==> config.mk <==
export PLATFORM = sky130hd
export DESIGN_NAME = gr_row_sched
export DESIGN_NICKNAME = d
export VERILOG_FILES = /design/src/rtl/gr_row_sched.sv
export SDC_FILE = /design/constraint.sdc
export NUM_CORES = 1
export LEC_CHECK = 0
export BUFFER_PORTS_ARGS = -buffer_cell sky130_fd_sc_hd__buf_2
export CORE_ASPECT_RATIO = 1.2
export CORE_MARGIN = 4
export CORE_UTILIZATION = 50
export DETAILED_ROUTE_END_ITERATION = 8
export PLACE_DENSITY = 0.72
export SYNTH_ARGS = -nofsm -noshare
export SYNTH_HDL_FRONTEND = slang
export SYNTH_SLANG_ARGS = --single-unit
==> constraint.sdc <==
create_clock -name clk -period 3 [get_ports clk]
set_input_delay 0.6 -clock clk [delete_from_list [all_inputs] [get_ports clk]]
set_output_delay 0.6 -clock clk [all_outputs]
set_load 0.02 [all_outputs]
==> src/rtl/gr_row_sched.sv <==
// Row scheduler for the Givens-rotation chain: buffers one row from a valid/ready stream,
// replays it gap-free with first/last framing, and tracks rows returning from the chain tail.
module gr_row_sched #(
  parameter int unsigned DATA_W    = 13,
  parameter int unsigned ROWS      = 4,
  parameter int unsigned COLS      = 4,
  parameter int unsigned DI_W      = 12,
  parameter int unsigned GAP_CYC   = 2,
  parameter int unsigned DRAIN_MAX = 64
) (
  input  logic              clk,
  input  logic              reset,
  input  logic              start,
  input  logic              abort,
  input  logic [DI_W-1:0]   cfg_di,
  input  logic [DATA_W-1:0] in_data,
  input  logic              in_valid,
  output logic              in_ready,
  output logic [DATA_W-1:0] gr_data,
  output logic              gr_first,
  output logic              gr_last,
  output logic [DI_W-1:0]   gr_di,
  input  logic              gr_last_ret,
  output logic              busy,
  output logic              done,
  output logic              err
);

  localparam int unsigned IW = (COLS > 1) ? $clog2(COLS) : 1;
  localparam int unsigned RW = $clog2(ROWS + 1);
  localparam int unsigned GW = (GAP_CYC > 1) ? $clog2(GAP_CYC) : 1;
  localparam int unsigned DW = (DRAIN_MAX > 1) ? $clog2(DRAIN_MAX) : 1;
  localparam logic [IW-1:0] ColLast   = IW'(COLS - 1);
  localparam logic [RW-1:0] RowsN     = RW'(ROWS);
  localparam logic [GW-1:0] GapLast   = GW'(GAP_CYC - 1);
  localparam logic [DW-1:0] DrainLast = DW'(DRAIN_MAX - 1);

  typedef enum logic [2:0] {StIdle, StFill, StIssue, StGap, StDrain} state_e;

  state_e            state_q, state_d;
  logic [IW-1:0]     col_q, col_d, col_nxt;
  logic [RW-1:0]     row_q, row_d, ret_q, ret_d;
  logic [GW-1:0]     gap_q, gap_d;
  logic [DW-1:0]     drain_q, drain_d;
  logic [DI_W-1:0]   di_q, di_d;
  logic [DATA_W-1:0] data_q, data_d;
  logic              first_q, first_d, last_q, last_d;
  logic              rdy_q, rdy_d, busy_q, busy_d, done_q, done_d, err_q, err_d;
  logic [DATA_W-1:0] row_buf_q [COLS];
  logic [DATA_W-1:0] row_buf_d [COLS];

  assign col_nxt = col_q + 1'b1;

  always_comb begin
    state_d   = state_q;
    col_d     = col_q;
    row_d     = row_q;
    ret_d     = ret_q;
    gap_d     = gap_q;
    drain_d   = drain_q;
    di_d      = di_q;
    row_buf_d = row_buf_q;
    data_d    = '0;
    first_d   = 1'b0;
    last_d    = 1'b0;
    rdy_d     = 1'b0;
    done_d    = 1'b0;
    err_d     = 1'b0;

    if (state_q != StIdle && gr_last_ret && ret_q != RowsN) begin
      ret_d = ret_q + 1'b1;
    end

    case (state_q)
      StIdle: begin
        if (start) begin
          di_d    = cfg_di;
          col_d   = '0;
          row_d   = '0;
          ret_d   = '0;
          state_d = StFill;
          rdy_d   = 1'b1;
        end
      end
      StFill: begin
        rdy_d = 1'b1;
        if (in_valid && rdy_q) begin
          row_buf_d[col_q] = in_data;
          if (col_q == ColLast) begin
            // Element 0 leaves on the same edge as the final write, so issue is gap-free.
            col_d   = '0;
            rdy_d   = 1'b0;
            state_d = StIssue;
            data_d  = row_buf_d[0];
            first_d = 1'b1;
            last_d  = (COLS == 1);
          end else begin
            col_d = col_nxt;
          end
        end
      end
      StIssue: begin
        if (col_q == ColLast) begin
          col_d   = '0;
          row_d   = row_q + 1'b1;
          gap_d   = '0;
          state_d = StGap;
        end else begin
          col_d  = col_nxt;
          data_d = row_buf_q[col_nxt];
          last_d = (col_nxt == ColLast);
        end
      end
      StGap: begin
        if (gap_q == GapLast) begin
          gap_d = '0;
          if (row_q == RowsN) begin
            drain_d = '0;
            state_d = StDrain;
          end else begin
            rdy_d   = 1'b1;
            state_d = StFill;
          end
        end else begin
          gap_d = gap_q + 1'b1;
        end
      end
      StDrain: begin
        if (ret_q == RowsN) begin
          done_d  = 1'b1;
          state_d = StIdle;
        end else if (drain_q == DrainLast) begin
          err_d   = 1'b1;
          state_d = StIdle;
        end else begin
          drain_d = drain_q + 1'b1;
        end
      end
      default: state_d = StIdle;
    endcase

    if (abort) begin
      state_d = StIdle;
      col_d   = '0;
      row_d   = '0;
      ret_d   = '0;
      gap_d   = '0;
      drain_d = '0;
      di_d    = di_q;
      data_d  = '0;
      first_d = 1'b0;
      last_d  = 1'b0;
      rdy_d   = 1'b0;
      done_d  = 1'b0;
      err_d   = 1'b0;
    end

    // Busy stays up through the cycle that carries the done/err pulse.
    busy_d = (state_d != StIdle) || done_d || err_d;
  end

  always_ff @(posedge clk) begin
    if (reset) begin
      state_q <= StIdle;
      col_q   <= '0;
      row_q   <= '0;
      ret_q   <= '0;
      gap_q   <= '0;
      drain_q <= '0;
      di_q    <= '0;
      data_q  <= '0;
      first_q <= 1'b0;
      last_q  <= 1'b0;
      rdy_q   <= 1'b0;
      busy_q  <= 1'b0;
      done_q  <= 1'b0;
      err_q   <= 1'b0;
    end else begin
      state_q <= state_d;
      col_q   <= col_d;
      row_q   <= row_d;
      ret_q   <= ret_d;
      gap_q   <= gap_d;
      drain_q <= drain_d;
      di_q    <= di_d;
      data_q  <= data_d;
      first_q <= first_d;
      last_q  <= last_d;
      rdy_q   <= rdy_d;
      busy_q  <= busy_d;
      done_q  <= done_d;
      err_q   <= err_d;
    end
  end

  always_ff @(posedge clk) begin
    row_buf_q <= row_buf_d;
  end

  assign in_ready = rdy_q;
  assign gr_data  = data_q;
  assign gr_first = first_q;
  assign gr_last  = last_q;
  assign gr_di    = di_q;
  assign busy     = busy_q;
  assign done     = done_q;
  assign err      = err_q;

endmodule

== Yosys cells after proc, flatten, opt, wreduce, memory -nomap -nowiden ==
Cells that the tools add are included.

* Bits of input ports: 31
* Logic and storage cells: 123
* Register bits after elaboration: 101
* Output and inout port bits: 31

* Bitwise gates (word level): 6
* Equal/unequal tests: 17
* Reductions and logical operators: 22
* Magnitude comparators: 3
* $add $sub $neg: 5
* Multiplexer cells: 52

{| class="wikitable"
|+ Operators by type and width
! kind !! count
|-
| two-way mux 13 bit || 6
|-
| bitwise mux 52 bit || 1
|-
| two-way mux 3 bit || 14
|-
| binary-select mux 13 bit (select 2 bit) || 1
|-
| demux 13 bit (select 2 bit) || 1
|-
| case mux 13 bit (2 select lines) || 1
|-
| two-way mux 6 bit || 4
|-
| two-way mux 1 bit || 15
|-
| case mux 3 bit (5 select lines) || 1
|-
| inequality test 2 bit (second input constant) || 7
|-
| case mux 6 bit (2 select lines) || 1
|-
| == test 3 bit (second input constant) || 3
|-
| AND reduction 3 bit || 3
|-
| nonzero test 3 bit || 3
|-
| OR reduction 4 bit || 2
|-
| adder 3 x 1 -> 3 bit (second input constant) || 2
|-
| adder 6 x 1 -> 6 bit (second input constant) || 1
|-
| == test 3 x 2 -> 1 bit (second input constant) || 2
|-
| == test 6 bit (second input constant) || 1
|-
| greater-or-equal comparator 3 bit (second input constant) || 2
|-
| two-way mux 2 bit || 3
|-
| NOT 2 -> 3 bit || 2
|-
| case mux 2 bit (3 select lines) || 1
|-
| case mux 3 bit (2 select lines) || 1
|-
| other kinds (16) || 27
|}

== Longest topological paths before layout ==
Gate-level depths: netlist of the first run.

* Word-level depth: 9
* Mapped depth: 9
* Depth with buffers taken out: 6

== Worst setup path after synthesis of the first run ==
OpenSTA, ideal clock, no wires.

* Path kind: register to register
* Start: register col_q[0]
* End: register data_q[10], in the netlist gr_data[10]
* Period minus slack after synthesis: 2.794 ns
* Data required time: 2.872 ns
* Data arrival time: 2.666 ns
* Cell stages (with the launch flop): 10
* Slack: 0.206 ns
* Buffers on the path: 4
* Library setup time: 0.128 ns
* Cells stage by stage: dfxtp_1 clkbuf_1 clkbuf_1 inv_1 ha_1 clkbuf_1 buf_2 mux4_2 a22oi_1 nor2_1

* Word-level cells in the longest chain between the ends: 9
* Elaborated cells between the ends (all ways): 17
* Classes of those cells: add/sub (1); order compare (2); eq/ne (1); mux (10); bitwise (2); reduce/logical (1)

{| class="wikitable"
|+ RTL lines
! element !! line !! RTL
|-
| from (decl) || 41 || <nowiki>logic [IW-1:0] col_q, col_d, col_nxt;</nowiki>
|-
| from (signal assigned) || 180 || <nowiki>col_q <= col_d;</nowiki>
|-
| NOT 2 -> 3 bit (not written as such) || 88 || <nowiki>row_buf_d[col_q] = in_data;</nowiki>
|-
| greater-or-equal comparator 3 bit (not written as such) or less-than comparator 3 x 1 -> 1 bit (tied branches) || 88 ||
|-
| logical AND 1 bit (not written as such) || 88 ||
|-
| two-way mux 13 bit (not written as such) || 88 ||
|-
| demux 13 bit (select 2 bit) || 88 ||
|-
| bitwise mux 52 bit || 88 ||
|-
| two-way mux 13 bit || 89 || <nowiki>if (col_q == ColLast) begin</nowiki>
|-
| two-way mux 13 bit || 87 || <nowiki>if (in_valid && rdy_q) begin</nowiki>
|-
| case mux 13 bit (2 select lines) * || 74 || <nowiki>case (state_q)</nowiki>
|-
| to (signal assigned) || 186 || <nowiki>data_q <= data_d;</nowiki>
|-
| to (decl) || 46 || <nowiki>logic [DATA_W-1:0] data_q, data_d;</nowiki>
|}

Every way passes the cells marked *; elsewhere a longest branch is shown, timed or not. The select of a mux whose other input is x is not followed.
A chain may end at the register's enable or synchronous reset.

== Final worst setup path of the first run ==
* Start: register state_q[0]
* End: register row_buf_q[35] (netlist bit) (enable)

* Word-level cells in the longest chain between the ends: 2

{| class="wikitable"
|+ RTL lines
! element !! line !! RTL
|-
| from (decl) || 40 || <nowiki>state_e state_q, state_d;</nowiki>
|-
| from (signal assigned) || 164 || <nowiki>state_q <= StIdle;</nowiki>
|-
| from (signal assigned) || 179 || <nowiki>state_q <= state_d;</nowiki>
|-
| == test 3 x 1 -> 1 bit || 74 ||
|-
| AND reduction 2 bit (no source line) || - ||
|-
| to (signal assigned) || 197 || <nowiki>row_buf_q <= row_buf_d;</nowiki>
|-
| to (decl) || 49 || <nowiki>logic [DATA_W-1:0] row_buf_q [COLS];</nowiki>
|}

No other way between the ends.

==> results of run 1 <==
## report_power, final
group / switching [W] / total [W] / internal [W]
logic: 0.0000676 / 0.000121 / 0.0000530
clock network: 0.000495 / 0.000819 / 0.000324
registers: 0.00000697 / 0.00147 / 0.00146
## logic make-up after synthesis
logic type	share of synthesized area, %
AO/OA/AOI/OAI	6.54
XOR/XNOR	0.837
adder cells (fa/ha/maj)	2.99
buffers and inverters	2.54
flip-flops	60.7
multiplexers	14.8
AND/OR/NAND/NOR	11.6
## through the flow
step           util [%]  power [W]  cells  worst slack (ns)  cell area (µm²)
2_1_floorplan         -    0.00157    319             0.206             4190
3_3_place_gp       56.9    0.00162    485             0.725             4640
3_5_place_dp       56.9    0.00162    485             0.664             4640
4_1_cts            59.2    0.00243    501             0.655             4820
5_1_grt            59.2    0.00250    501             0.522             4820
6_report           59.2    0.00241    501             0.685             4820
## worst max-delay path by stage
| stage | from | end | slack [ns] | cells after the start |
|---|---|---|---|---|
| 2_1_floorplan | col_q[0] | gr_data[10] | 0.21 | 9 |
| 3_3_place_gp | state_q[0] | row_buf_q[30] | 0.73 | 4 |
| 3_5_place_dp | state_q[0] | row_buf_q[30] | 0.66 | 4 |
| 4_1_cts | state_q[0] | row_buf_q[33] | 0.65 | 4 |
| 5_1_grt | state_q[0] | row_buf_q[35] | 0.52 | 4 |
| 6_report | state_q[0] | row_buf_q[35] | 0.68 | 4 |
## layout make-up
type / instances / share of cell area [%]
Sequential cell: 101 / 52.7
Clock inverter: 7 / 1.35
Tap cell: 114 / 2.96
Multi-Input combinational cell: 191 / 32.1
Inverter: 10 / 0.778
Clock buffer: 9 / 2.57
Timing Repair Buffer: 69 / 7.57
## placed cells by master, fill, tap and decap left out, types with 3 or more instances in the layout
master and count:
and2_1 3, or2_2 3, clkbuf_8 9, nand2_1 10, a22oi_1 13, ha_1 10, inv_8 3, mux2i_1 17
mux4_2 13, buf_4 8, or3_1 4, nand3_1 8, o2111ai_1 4, nand4_1 3, o21ai_0 5, inv_1 10
edfxtp_1 52, buf_2 61, a21oi_1 5, mux2_2 14, nor3_1 5, dfxtp_1 49, and3_1 5, nor2_1 39
## routing by layer
layer / track usage [%] / routed length (µm)
met5: 0 / 0
met4: 8.08 / 121
met3: 2.44 / 317
met2: 28.8 / 4010
met1: 21.5 / 3490
## registers in the layout (all words and copies together), names as in the netlist
name       cells
col_q          2
done           1
gr_last        1
drain_q        6
gr_di         12
err            1
gr_first       1
in_ready       1
gap_q          1
busy           1
row_q          3
row_buf_q     52
ret_q          3
gr_data       13
state_q        3
==> results.cfg, run 1 <==
[placed_design]
place_congestion = 0.835
io_buffers = 61
hpwl_um = 5450

[synth]
synth-seq-cells = 101
synth.area.top_cells = edfxtp_1 (37%), dfxtp_1 (23%), mux4_2 (7.0%)
synth_top_flop_cell = edfxtp_1
synth_fp_nets = 360
synth_edf_count = 52
yosys.area.top_type = edfxtp_1
async_reset_ff_share_pct = 0
avgSynthCellArea_um2 = 13.1
synth_top_area_share_pct = 37.3
syn-instance-count = 319
netlist_area_um2 = 4190
synth.distinct_cells = 45
synth_warnings = 0
yosys-top-cells-count = edfxtp_1 (52), dfxtp_1 (49), nor2_1 (40)
ys_seq_area_share_pct = 60.7
yosysMostFrequentCell = edfxtp_1

[worst_setup_path]
end_kind = flop
crit_family = simple AND/OR/NAND/NOR gates
critPathSlowestCell = dfxtp_1
cp_slowest_stage_delay_ns = 0.59
worstPathArrival_ns = 2.32
worst_setup_path_start_kind = flop
crit_type = reg -> reg
required_ns = 3.00
path_buf_inv = 1
reg2reg_to = row_buf_q[35]
worst-r2r-setup-slack_ns = 0.68
worstPathMaxFanout = 16
r2r-start = state_q[0]
reg2reg_depth = 4
crit_chain = or3b_2, nor2_1, buf_4, and2_1

[die]
die_y_um = 108
core_area_um2 = 8150
die_area_um2 = 9910
ios = 62
start_util_pct = 51.4
dieWidth_um = 91.5
rows = 36

[clock_network]
postCtsSetupBuffers = 0
clk-insertion-delay-late_ns = 0.37
cts_buffers = 9
hold_buffers = 0
cts_tree = done
clock_path_buffers = 2
post_cts_resize_count = 0
cts_sinks = 101
cts-root-buf = clkbuf_8
htreeDepth = 3
clkTransAtPathRegs_ns = 0.11

[sta]
finalCriticalPeriod_ns = 2.32
tightest_slew_ns = 0.731
hold_viol = 0
hold_ws_ns = 0.448
setup_viol = 0
grt_setup_unrepaired = false
max_freq_mhz = 432
fin_setup_tns_ns = 0
relSlewSlack_pct = 51.3
slew_viol_final = 0
clock_skew_ns = 0.0143
fin_crit_sh_pct = 77.2

[hold_path]
worstHoldPathType = in -> reg
holdPathStages = 1
worstHoldEndpoint = row_buf_q[19]
hp-start = in_data[6]

[route]
ant_nets = 0
initialDrtViolationCount = 104
routed_via_density = 5.36
wirelength_um = 7940
firstDrtPassIters = 4
wl_per_cell_um = 15.9
drcViolationCount = 0
routed-via-count = 2686

[cells_and_area]
syn_to_final_growth_pct = 15.2
num_antenna_cells = 0
fin_nets = 423
drive_gt1_share_pct = 31.8
fill_cells = 691
multi_input_area_um2 = 1550
regArea_um2 = 2540

[power]
ir_drop_mv = 0.249
cellPowerDensity_nw_per_um2 = 499
leakagePower_nw = 1.80

[run]
cap_viol_max_count = 0

[grt]
grt_pass1_vias = 2608
globalRouteTotalUtil_pct = 17.0
grt_start_max_net_pins = 27
overflow = 0
antenna_found_initial = 0
grt_pass1_wl_um = 13000

[outcome]
outcome = finished clean
Note: power is estimated with default switching activity, not from simulation.
==> run 2, diff against run 1 <==
Settings changed: PLACE_DENSITY 0.72 to 0.75.
Clock period 3 ns to 1.9 ns, I/O delays scaled along.
==> results.cfg, run 2 (synthesis results as in run 1) <==
[power]
cellPowerDensity_nw_per_um2 = 763
clockPowerShare_pct = 34.0
ir_drop_mv = 0.433
p_int_w = 0.00290
comb_power_share_pct = 5.3
seqPwrFrac_pct = 60.7
leakagePower_nw = 1.88
p_sw_share_pct = 23.8
power.total_w = 0.00381
power_switching_w = 0.000906

[worst_setup_path]
worstPathMaxFanout = 14
worst_setup_path_start_kind = flop
crit_type = reg -> reg
end_kind = flop
required_ns = 2.15
worstPathArrival_ns = 2.07

[die]
die_area_um2 = 9910
core_area_um2 = 8150
die_y_um = 108
dieWidth_um = 91.5
rows = 36
start_util_pct = 51.4
ios = 62

[cells_and_area]
fin_nets = 437
largest_register = row_buf_q
regArea_um2 = 2540
multi_input_area_um2 = 1570
fin_cells = 515
layout_common_cells = buf_2 (61), edfxtp_1 (52), dfxtp_1 (48), nor2_1 (38), buf_4 (19)
syn_to_final_growth_pct = 19.3
final_common_cell = buf_2
largest_reg_flops = 52
fill_cells = 670
drive_gt1_share_pct = 35.7
num_antenna_cells = 0

[clock_network]
cts_tree = done
hold_buffers = 0
clkTransAtPathRegs_ns = 0.11
post_cts_resize_count = 0
postCtsSetupBuffers = 0
htreeDepth = 3
clock_path_buffers = 2
cts_buffers = 9
clk-insertion-delay-late_ns = 0.37
cts_sinks = 101
cts-root-buf = clkbuf_8

[route]
ant_nets = 0
routed-via-count = 2765
firstDrtPassIters = 4
initialDrtViolationCount = 68
routed_via_density = 5.37
wirelength_um = 8090
drcViolationCount = 0
wl_per_cell_um = 15.7

[run]
cap_viol_max_count = 0

[sta]
max_freq_mhz = 550
hold_ws_ns = 0.216
tightest_slew_ns = 0.505
finalWorstSetupSlack_ns = 0.0817
slew_viol_final = 0
grt_setup_unrepaired = false
relSlewSlack_pct = 65.9
finalCriticalPeriod_ns = 1.82
clock_skew_ns = 0.0145
hold_viol = 0
fin_crit_sh_pct = 95.7
setup_viol = 0

[grt]
antenna_found_initial = 0
globalRouteTotalUtil_pct = 17.1
overflow = 0
grt_pass1_wl_um = 13200
grt_start_max_net_pins = 27
grt_pass1_vias = 2713

[placed_design]
place_congestion = 0.854
io_buffers = 61
post-place-ws_ns = 0.0672
dp.cells = 498
hpwl_um = 5680

[hold_path]
worstHoldPathType = in -> reg

[outcome]
outcome = finished clean
run 2: changes by cell type in the layout (fill, tap and decap cells not counted), moves of 2 or more:
cell	before	now
and2_1	3	1
and2_2	0	2
buf_12	0	3
buf_4	8	19
clkinv_4	2	0
inv_6	1	3
inv_8	3	1
run 2: per-layer routing:
layer | vias up | share of wire, % | global-route usage [%]
met3 | 4 | 4.5 | 4.11
met1 | 1358 | 43 | 21.0
met2 | 60 | 52 | 30.0
met4 | 0 | 0.74 | 4.85
met5 | - | 0 | 0
li1 | 1343 | - | -
run 2: power by group through the flow:
stage          Clock [W]  Combinational [W]  Sequential (W)
6_report         0.00130           0.000201         0.00231
5_1_grt          0.00144           0.000223         0.00232
4_1_cts          0.00134           0.000204         0.00231
3_3_place_gp           0           0.000198         0.00236
2_1_floorplan          0          0.0000969         0.00238
3_5_place_dp           0           0.000203         0.00236
run 2: worst max-delay path, stage by stage (launching register included):
cell and delay, ns:
dfxtp_1 0.38, inv_1 0.10, ha_4 0.45, mux4_2 0.53, a22oi_1 0.18, nor2_1 0.07
run 2: metrics by stage:
| stage | setup TNS, ns | util (%) | instance area [µm²] |
|---|---|---|---|
| floorplan | -0.619 | - | 4270 |
| global placement | 0 | 58.8 | 4800 |
| detailed placement | 0 | 58.8 | 4800 |
| CTS | 0 | 61.2 | 4990 |
| global route | 0 | 61.3 | 4990 |
| finish | 0 | 61.3 | 4990 |
run 2: layout make-up:
| type | count | area share, % |
|---|---|---|
| Sequential cell | 101 | 50.9 |
| Clock inverter | 7 | 1.33 |
| Multi-Input combinational cell | 191 | 31.4 |
| Inverter | 10 | 0.802 |
| Clock buffer | 9 | 2.48 |
| Tap cell | 114 | 2.86 |
| Timing Repair Buffer | 83 | 10.2 |
run 2: final timing paths:
check | start | to | slack, ns | cells after the start
worst max-delay path | col_q[1] | gr_data[8] | 0.08 | 5
worst min-delay path | in_data[9] | row_buf_q[22] | 0.22 | 1
worst max register to register | col_q[1] | gr_data[8] | 0.08 | 5
worst min register to register | gr_di[7] | gr_di[7] | 0.50 | 2
==> run 3, diff against run 2 <==
Settings changed: MAX_ROUTING_LAYER from default to met4.
==> results.cfg, run 3 (synthesis results as in run 1) <==
[die]
ios = 62
core_area_um2 = 8150
die_y_um = 108
die_area_um2 = 9910
dieWidth_um = 91.5
start_util_pct = 51.4
rows = 36

[cells_and_area]
drive_gt1_share_pct = 35.7
fin_nets = 437
final_common_cell = buf_2
fin_area_um2 = 4990
regArea_um2 = 2540
num_antenna_cells = 0
syn_to_final_growth_pct = 19.3
largest_register = row_buf_q
fill_cells = 670
layout_common_cells = buf_2 (61), edfxtp_1 (52), dfxtp_1 (48), nor2_1 (38), buf_4 (19)
multi_input_area_um2 = 1570
postLayoutCoreUtil_pct = 61.3
largest_reg_flops = 52

[route]
initialDrtViolationCount = 63
firstDrtPassIters = 4
wl_per_cell_um = 15.7
routed_via_density = 5.38
ant_nets = 0
wirelength_um = 8080
drcViolationCount = 0
routed-via-count = 2770

[power]
power_switching_w = 0.000907
ir_drop_mv = 0.433
cellPowerDensity_nw_per_um2 = 763
p_sw_share_pct = 23.8
clockPowerShare_pct = 34.0
comb_power_share_pct = 5.3
seqPwrFrac_pct = 60.7
leakagePower_nw = 1.88
p_int_w = 0.00290

[worst_setup_path]
worstPathMaxFanout = 14
crit_type = reg -> reg
worstPathArrival_ns = 2.07
r2r-start = col_q[1]
worst_setup_path_start_kind = flop
critPathLaunch = col_q[1]
required_ns = 2.15
end_kind = flop

[sta]
clock_skew_ns = 0.0147
slew_viol_final = 0
tightest_slew_ns = 0.505
fin_setup_tns_ns = 0
setup_viol = 0
finalCriticalPeriod_ns = 1.82
grt_setup_unrepaired = false
max_freq_mhz = 550
fin_crit_sh_pct = 95.7
hold_viol = 0
relSlewSlack_pct = 65.9

[clock_network]
cts-root-buf = clkbuf_8
cts_sinks = 101
htreeDepth = 3
clock_path_buffers = 2
cts_buffers = 9
cts_tree = done
clkTransAtPathRegs_ns = 0.11
clk-insertion-delay-late_ns = 0.37

[placed_design]
io_buffers = 61
hpwl_um = 5680
placed_area_um2 = 4800
place_congestion = 0.868

[grt]
antenna_found_initial = 0
grt_start_max_net_pins = 27
overflow = 0
grt_pass1_wl_um = 13200
globalRouteTotalUtil_pct = 17.6
grt_pass1_vias = 2712

[hold_path]
hp-start = in_data[9]
worstHoldPathType = in -> reg

[outcome]
outcome = finished clean

[run]
cap_viol_max_count = 0
[run 3: cell type report]
type                       instances  share of cell area, %
clock inverter                     7                   1.33
multi-input combinational        191                   31.4
inverter                          10                  0.802
clock buffer                       9                   2.48
sequential                       101                   50.9
tap                              114                   2.86
timing repair buffer              83                   10.2
[run 3: critical path, stage by stage, from the launching register on]
cell	delay, ns
dfxtp_1	0.38
inv_1	0.10
ha_4	0.44
mux4_2	0.53
a22oi_1	0.18
nor2_1	0.07
[run 3: timing repair]
action                                  4_1_cts  5_1_grt
resized for setup                             0        0
hold buffers                                  0        0
endpoints found under the setup margin        0        1
buffers inserted                              0        1
[run 3: metrics by stage]
| stage | instances | power, W | setup slack [ns] | hold WS [ns] |
|---|---|---|---|---|
| finish | 515 | 0.00381 | 0.0810 | 0.216 |
| global route | 515 | 0.00398 | 0.00431 | 0.206 |
| CTS | 514 | 0.00385 | 0.0577 | 0.210 |
| detailed placement | 498 | 0.00257 | 0.0672 | 0.477 |
| global placement | 498 | 0.00256 | 0.168 | 0.469 |
| floorplan | 319 | 0.00248 | -0.0885 | 0.452 |
[run 3: layer usage]
| metal | part of all wire [%] | global-route usage [%] | wire, µm | up-vias |
|---|---|---|---|---|
| li1 | - | - | - | 1343 |
| met1 | 43 | 21.2 | 3510 | 1356 |
| met2 | 52 | 30.0 | 4170 | 67 |
| met3 | 4.2 | 3.83 | 341 | 4 |
| met4 | 0.77 | 4.85 | 62 | 0 |
| met5 | 0 | - | 0 | - |
[run 3: path summary, 6_finish.rpt]
| kind | cells after the start | slack (ns) | endpoint |
|---|---|---|---|
| max | 5 | 0.08 | gr_data[8] |
| min | 1 | 0.22 | row_buf_q[22] |
| max reg2reg | 5 | 0.08 | gr_data[8] |
| min reg2reg | 2 | 0.50 | gr_di[7] |
[run 3: power by group through the flow]
stage	Clock, W	Sequential, W	Combinational, W
after floorplan	0	0.00238	0.0000969
after global placement	0	0.00236	0.000198
after detailed placement	0	0.00236	0.000203
after CTS	0.00134	0.00231	0.000204
after global routing	0.00144	0.00232	0.000223
final	0.00130	0.00231	0.000201
